===== src/rtl/c2h_sched_pkg.sv =====
// Shared types and helpers for the C2H credit scheduler.
package c2h_sched_pkg;

    localparam int unsigned QID_W_DEF  = 11;
    localparam int unsigned CRDT_W_DEF = 16;
    localparam int unsigned PEND_W_DEF = 8;

    typedef struct packed {
        logic [CRDT_W_DEF-1:0] credit;
        logic [PEND_W_DEF-1:0] pending;
    } q_state_t;

    // idx is already qid - qid_base in QID_W unsigned arithmetic.
    function automatic logic in_window(input logic [QID_W_DEF-1:0] idx,
                                       input logic [QID_W_DEF-1:0] num_q,
                                       input int unsigned          max_q);
        return (idx < num_q) && (32'(idx) < max_q);
    endfunction

endpackage


===== src/rtl/rr_arbiter.sv =====
// Combinational round-robin picker: first set request at or after the pointer.
module rr_arbiter #(
    parameter int unsigned N  = 16,
    parameter int unsigned IW = (N > 1) ? $clog2(N) : 1
) (
    input  logic [N-1:0]  i_req,
    input  logic [IW-1:0] i_ptr,
    output logic          o_vld,
    output logic [N-1:0]  o_gnt,
    output logic [IW-1:0] o_idx
);

    always_comb begin
        o_vld = 1'b0;
        o_gnt = '0;
        o_idx = '0;
        for (int k = 0; k < int'(N); k++) begin
            logic [IW-1:0] j;
            // N is a power of two, so the IW-bit sum wraps naturally.
            j = i_ptr + IW'(k);
            if (!o_vld && i_req[j]) begin
                o_vld    = 1'b1;
                o_gnt[j] = 1'b1;
                o_idx    = j;
            end
        end
    end

endmodule


===== src/rtl/c2h_credit_sched.sv =====
// Per-queue C2H descriptor-credit tracker with a round-robin packet grant.
module c2h_credit_sched
    import c2h_sched_pkg::*;
#(
    parameter int unsigned NUM_Q  = 16,
    parameter int unsigned QID_W  = QID_W_DEF,
    parameter int unsigned CRDT_W = CRDT_W_DEF,
    parameter int unsigned PEND_W = PEND_W_DEF
) (
    input  logic              axi_aclk,
    input  logic              axi_areset,
    input  logic              enable,
    input  logic [QID_W-1:0]  qid_base,
    input  logic [QID_W-1:0]  num_queue,
    input  logic [CRDT_W-1:0] credit_perpkt,
    input  logic              tm_dsc_sts_vld,
    input  logic [QID_W-1:0]  tm_dsc_sts_qid,
    input  logic [15:0]       tm_dsc_sts_avl,
    input  logic              tm_dsc_sts_qinv,
    input  logic              tm_dsc_sts_dir,
    input  logic              tm_dsc_sts_mm,
    output logic              tm_dsc_sts_rdy,
    input  logic              pkt_req_vld,
    input  logic [QID_W-1:0]  pkt_req_qid,
    output logic              pkt_req_rdy,
    output logic              gnt_vld,
    output logic [QID_W-1:0]  gnt_qid,
    input  logic              gnt_rdy,
    input  logic [QID_W-1:0]  rd_qid,
    output logic [CRDT_W-1:0] rd_credit,
    output logic              err_oor
);

    localparam int unsigned IW = (NUM_Q > 1) ? $clog2(NUM_Q) : 1;

    // q_state_t fixes the counter widths; CRDT_W/PEND_W must keep their defaults.
    q_state_t          r_q   [NUM_Q];
    q_state_t          w_q_d [NUM_Q];
    logic              r_gnt_vld;
    logic [QID_W-1:0]  r_gnt_qid;
    logic              r_err_oor;
    logic              r_sts_rdy;
    logic [IW-1:0]     r_rr_ptr;

    logic [QID_W-1:0]  w_sts_off, w_req_off, w_rd_off;
    logic [IW-1:0]     w_sts_idx, w_req_idx, w_rd_idx;
    logic              w_sts_inwin, w_req_inwin, w_rd_inwin;
    logic              w_sts_apply, w_sts_oor, w_req_acc;
    logic [CRDT_W:0]   w_sts_sum;
    logic [CRDT_W-1:0] w_sts_credit;
    logic [NUM_Q-1:0]  w_elig, w_pick_oh;
    logic [IW-1:0]     w_pick_idx;
    logic              w_pick_any, w_arb_run, w_pick;

    assign w_sts_off   = tm_dsc_sts_qid - qid_base;
    assign w_req_off   = pkt_req_qid - qid_base;
    assign w_rd_off    = rd_qid - qid_base;
    assign w_sts_idx   = w_sts_off[IW-1:0];
    assign w_req_idx   = w_req_off[IW-1:0];
    assign w_rd_idx    = w_rd_off[IW-1:0];
    assign w_sts_inwin = in_window(w_sts_off, num_queue, NUM_Q);
    assign w_req_inwin = in_window(w_req_off, num_queue, NUM_Q);
    assign w_rd_inwin  = in_window(w_rd_off, num_queue, NUM_Q);

    assign w_sts_apply = tm_dsc_sts_vld & r_sts_rdy & tm_dsc_sts_dir & ~tm_dsc_sts_mm
                         & w_sts_inwin;
    assign w_sts_oor   = tm_dsc_sts_vld & r_sts_rdy & ~w_sts_inwin;
    assign w_sts_sum   = {1'b0, r_q[w_sts_idx].credit} + (CRDT_W + 1)'(tm_dsc_sts_avl);
    assign w_sts_credit = w_sts_sum[CRDT_W] ? '1 : w_sts_sum[CRDT_W-1:0];

    assign pkt_req_rdy = ~axi_areset & (~w_req_inwin | (r_q[w_req_idx].pending != '1));
    assign w_req_acc   = pkt_req_vld & pkt_req_rdy;

    always_comb begin
        w_elig = '0;
        for (int i = 0; i < int'(NUM_Q); i++) begin
            w_elig[i] = (r_q[i].pending != '0) && (r_q[i].credit >= credit_perpkt)
                        && (QID_W'(i) < num_queue);
        end
    end

    rr_arbiter #(
        .N  (NUM_Q),
        .IW (IW)
    ) u_rr_arbiter (
        .i_req (w_elig),
        .i_ptr (r_rr_ptr),
        .o_vld (w_pick_any),
        .o_gnt (w_pick_oh),
        .o_idx (w_pick_idx)
    );

    assign w_arb_run = enable & (~r_gnt_vld | gnt_rdy);
    assign w_pick    = w_arb_run & w_pick_any;

    always_comb begin
        for (int i = 0; i < int'(NUM_Q); i++) begin
            logic sts_hit, inv_hit, pick_hit;
            w_q_d[i] = r_q[i];
            sts_hit  = w_sts_apply && (w_sts_idx == IW'(i));
            inv_hit  = sts_hit && tm_dsc_sts_qinv;
            pick_hit = w_pick && w_pick_oh[i];
            if (inv_hit) begin
                w_q_d[i].credit = '0;
            end else begin
                if (sts_hit) w_q_d[i].credit = w_sts_credit;
                // Eligibility guaranteed credit >= perpkt, and an add only raises it.
                if (pick_hit) w_q_d[i].credit = w_q_d[i].credit - credit_perpkt;
            end
            if (w_req_acc && w_req_inwin && (w_req_idx == IW'(i))) begin
                w_q_d[i].pending = w_q_d[i].pending + 1'b1;
            end
            if (pick_hit) w_q_d[i].pending = w_q_d[i].pending - 1'b1;
        end
    end

    always_ff @(posedge axi_aclk) begin
        if (axi_areset) begin
            r_q       <= '{default: '0};
            r_gnt_vld <= 1'b0;
            r_gnt_qid <= '0;
            r_err_oor <= 1'b0;
            r_sts_rdy <= 1'b0;
            r_rr_ptr  <= '0;
        end else begin
            r_q       <= w_q_d;
            r_sts_rdy <= 1'b1;
            r_err_oor <= r_err_oor | w_sts_oor | (w_req_acc & ~w_req_inwin);
            if (w_pick) begin
                r_gnt_vld <= 1'b1;
                r_gnt_qid <= qid_base + QID_W'(w_pick_idx);
                r_rr_ptr  <= ((QID_W'(w_pick_idx) + 1'b1) >= num_queue) ? '0
                                                                          : w_pick_idx + 1'b1;
            end else begin
                if (!r_gnt_vld || gnt_rdy) r_gnt_vld <= 1'b0;
                if (QID_W'(r_rr_ptr) >= num_queue) r_rr_ptr <= '0;
            end
        end
    end

    assign tm_dsc_sts_rdy = r_sts_rdy;
    assign gnt_vld        = r_gnt_vld;
    assign gnt_qid        = r_gnt_qid;
    assign err_oor        = r_err_oor;
    assign rd_credit      = w_rd_inwin ? r_q[w_rd_idx].credit : '0;

endmodule


===== config.mk =====
export PLATFORM = sky130hd
export DESIGN_NAME = c2h_credit_sched
export DESIGN_NICKNAME = d
export VERILOG_FILES = /design/src/rtl/c2h_sched_pkg.sv /design/src/rtl/rr_arbiter.sv /design/src/rtl/c2h_credit_sched.sv
export SDC_FILE = /design/constraint.sdc
export NUM_CORES = 2
export LEC_CHECK = 0
export CAP_MARGIN = 20
export CELL_PAD_IN_SITES_DETAIL_PLACEMENT = 0
export CELL_PAD_IN_SITES_GLOBAL_PLACEMENT = 1
export CORE_MARGIN = 1.5
export CORE_UTILIZATION = 53
export DETAILED_ROUTE_END_ITERATION = 8
export PLACE_DENSITY_LB_ADDON = 0.1
export SYNTH_ARGS = -nofsm -noshare
export SYNTH_HDL_FRONTEND = slang
export SYNTH_SLANG_ARGS = --single-unit

===== constraint.sdc =====
create_clock -name axi_aclk -period 32 [get_ports axi_aclk]
set_clock_uncertainty 0.2 [all_clocks]
set_input_delay 4.8 -clock axi_aclk [delete_from_list [all_inputs] [get_ports axi_aclk]]
set_output_delay 4.8 -clock axi_aclk [all_outputs]
set_load 0.1 [all_outputs]

==> run_results.csv <==
group,metric,value,unit
timing,setup_tns,0,ps
power_and_ir_drop,p_per_area,57.9,nW/µm²
global_routing,antenna_found_initial,10,
min_path,hp-class,"flop to flop",
setup_path,crit_family,"buffers and inverters",
global_routing,grt_first_pass_wirelength,289,mm
setup_path,crit_fanout,16,
clock_network,cts_sinks,402,
setup_path,critPathMaxStageDelay,1190,ps
placed_design,place_hpwl,145,mm
layout,postLayoutCellArea,52700,µm²
power_and_ir_drop,p_leak,21.7,nW
layout,multiInputGateArea,38000,µm²
timing,relSlewSlack,0.102,
timing,finalHoldViolCount,0,
timing,min_period,16190,ps
placed_design,place_congestion,1.11,
floorplanning,num_io_pins,127,
setup_path,cp-end-kind,"primary output",
clock_network,clkLatencyLatePin,690,ps
clock_network,path_clk_slew,50,ps
timing,period_share,0.506,
synth,synth_warnings,0,
floorplanning,dieArea,92400,µm²
clock_network,cts_made_buffers,53,
synth,synth.most_common_cell,"nor2_1",
setup_path,r2r_slack,22710,ps
outcome,status,"finished, final reports clean",
synth,yosysTopAreaCellShare,0.169,
power_and_ir_drop,power_frac_comb,0.567,
synth,synth_area_leaders,"ha_1, dfxtp_1, mux4_2",
placed_design,placed_area,50800,µm²
timing,whs,255,ps
route,viasPerCell,6.58,
synth,synth_top_area_cell,"ha_1",
floorplanning,fp.dieH,304,µm
synth,netlist_top_cells_count,"nor2_1, ha_1, a21oi_1",
timing,tightestPinTransition,1310,ps
layout,seqCellArea,8050,µm²
setup_path,path_common_cell,"a21oi_1",
global_routing,grt_overflow,0,
clock_network,hold_buffers,0,
clock_network,cts_resized,0,
clock_network,cts_buffer_depth,3,
timing,max_freq,61.8,MHz
floorplanning,initial_core_util,0.534,
power_and_ir_drop,p_int,0.00155,W
setup_path,cp-start-kind,"primary input",
layout,drive_gt1_frac,0.0932,
placed_design,dp.cells,7179,
clock_network,postCtsSetupBuffers,0,
power_and_ir_drop,switchingPower,0.00150,W
placed_design,portBuffers,126,
power_and_ir_drop,p_sw_frac,0.492,
synth,async_flop_share,0,
layout,fin_cells,7283,
setup_path,crit_chain,"clkdlybuf4s50_1, inv_1, fa_4, a21o_1, a21oi_1, o21bai_1, a21oi_1, o21bai_1, a21oi_1, o21bai_1, a21oi_1, xnor2_1, ha_1, a2111o_1, nor4_1, nand3_1, nor2b_1, clkdlybuf4s50_1",
setup_path,critical_path_class,"primary input to primary output",
global_routing,first_global_vias,44600,
power_and_ir_drop,pwr-share-seq,0.218,
synth,syn_area,48000,µm²
synth,synth_nets,6789,
layout,nNetsFinal,6824,
route,drtAntennaViolNets,0,
route,routed_wl,197,mm
power_and_ir_drop,pwr-share-clk,0.215,
route,drtPass1Iterations,6,
power_and_ir_drop,design_power_total,0.00305,W
synth,avgSynthCellArea,7.97,µm²
synth,synth_edf_count,0,
route,avgRoutedWirePerCell,27.0,µm
floorplanning,core-area,89900,µm²
timing,final-setup-viol-count,0,
power_and_ir_drop,ir_drop,0.0510,mV
synth,synth-main-ff-cell,"dfxtp_1",
synth,ys_ff_latch,402,
setup_path,crit_slowest_cell,"clkdlybuf4s50_1",
route,vias,47900,
route,drt_iter0_drc,5312,
clock_network,htree_levels,2,
layout,num-fill-cells,8356,
synth,ys_types,102,
timing,maxSlewViolCount,0,
layout,area_growth,9.81,%
clock_network,clock-root-buffer,"clkbuf_16",
floorplanning,rows,110,
flow_run,drv_cap,0,
synth,syn_inst,6025,
global_routing,grt_max_degree,65,
setup_path,crit_buf_inv,3,
floorplanning,die_x,304,µm
global_routing,grt.total_usage,0.414,
route,drt_drc_violations_left,0,
setup_path,worstPathArrival,11190,ps
clock_network,cts_tree,"done",
setup_path,crit_required,27000,ps
timing,rsz0062_at_grt,"false",
synth,synth-seq-area-share,0.168,
metrics by stage:
stage / setup slack, ps / util
3_5_place_dp: 15750 / 0.566
4_1_cts: 15920 / 0.586
5_1_grt: 15490 / 0.587
2_1_floorplan: 17250 / -
3_3_place_gp: 15920 / 0.566
6_report: 15810 / 0.587
sequential cells by signal (all words and copies together), names as in the netlist:
register,cells
err_oor,1
r_rr_ptr,4
gnt_vld,1
tm_dsc_sts_rdy,1
gnt_qid,11
r_q,384
cells in the final DEF, fill, tap and decap left out, drive strengths merged, types with 21 or more instances in the layout:
cell type	count
a2111oi	28
a211oi	60
a21boi	59
a21o	58
a21oi	557
a221oi	31
a31oi	50
and2	43
and3	69
buf	129
clkbuf	72
clkdlybuf4s50	124
dfxtp	402
fa	21
ha	647
inv	291
mux2	81
mux2i	214
mux4	167
nand2	467
nand2b	59
nand3	125
nand4	106
nor2	839
nor2b	73
nor3	121
nor4	56
o21a	49
o21ai	238
o21bai	62
or3	32
or4	22
xnor2	299
xor2	128
layout make-up:
| type | instances | share of cell area |
|---|---|---|
| multi-input cells | 5056 | 0.721 |
| flip-flops and latches | 402 | 0.153 |
| repair buffers | 253 | 0.0420 |
| clock buffers | 72 | 0.0288 |
| well taps | 1176 | 0.0279 |
| inverters | 294 | 0.0210 |
| clock inverters | 26 | 0.00643 |
| diodes | 4 | 0.000190 |
final timing paths:
check	startpoint	end	cells after the start
max reg2reg	r_q[344]$_SDFF_PP0_	r_q[359]$_SDFF_PP0_	33
max	qid_base[1]	rd_credit[12]	18
min	gnt_qid[2]$_SDFFE_PP0P_	gnt_qid[2]$_SDFFE_PP0P_	2
min reg2reg	gnt_qid[2]$_SDFFE_PP0P_	gnt_qid[2]$_SDFFE_PP0P_	2
worst register-to-register path: cells and delay by family (launching register included):
| family | cells | cell delay, ps |
|---|---|---|
| AO/OA/AOI/OAI | 20 | 4090 |
| AND/OR/NAND/NOR | 6 | 1850 |
| multiplexers | 3 | 1400 |
| adder cells (fa/ha/maj) | 3 | 1030 |
| flip-flops | 1 | 420 |
| XOR/XNOR | 1 | 170 |
logic make-up (layout without fill, tap and decap cells):
| logic type | after synthesis | after routing | synth area share |
|---|---|---|---|
| other | 0 | 4 | 0 |
| adders and majority gates | 668 | 668 | 0.177 |
| xor gates and xnor gates | 427 | 427 | 0.0779 |
| and+or+nand+nor | 2080 | 2080 | 0.201 |
| AOI/OAI and AO/OA | 1419 | 1419 | 0.188 |
| DFF | 402 | 402 | 0.168 |
| muxes | 462 | 462 | 0.142 |
| buffers and inverters | 567 | 645 | 0.0455 |
power by group through the flow:
stage | logic, W | clock network (W) | registers (W)
2_1_floorplan | 0.00110 | 0 | 0.000664
3_3_place_gp | 0.00166 | 0 | 0.000669
3_5_place_dp | 0.00167 | 0 | 0.000670
4_1_cts | 0.00168 | 0.000660 | 0.000660
5_1_grt | 0.00184 | 0.000679 | 0.000670
6_report | 0.00173 | 0.000657 | 0.000666
metal layers:
| layer | wire length (µm) | GRT usage | vias to the layer above |
|---|---|---|---|
| met1 | 77000 | 0.518 | 22600 |
| met4 | 16400 | 0.290 | 2 |
| met2 | 83800 | 0.636 | 2482 |
| met3 | 19600 | 0.0884 | 697 |
| met5 | 9 | 0 | - |
| li1 | - | - | 22100 |
No activity file was read; power rests on OpenSTA's default activity.
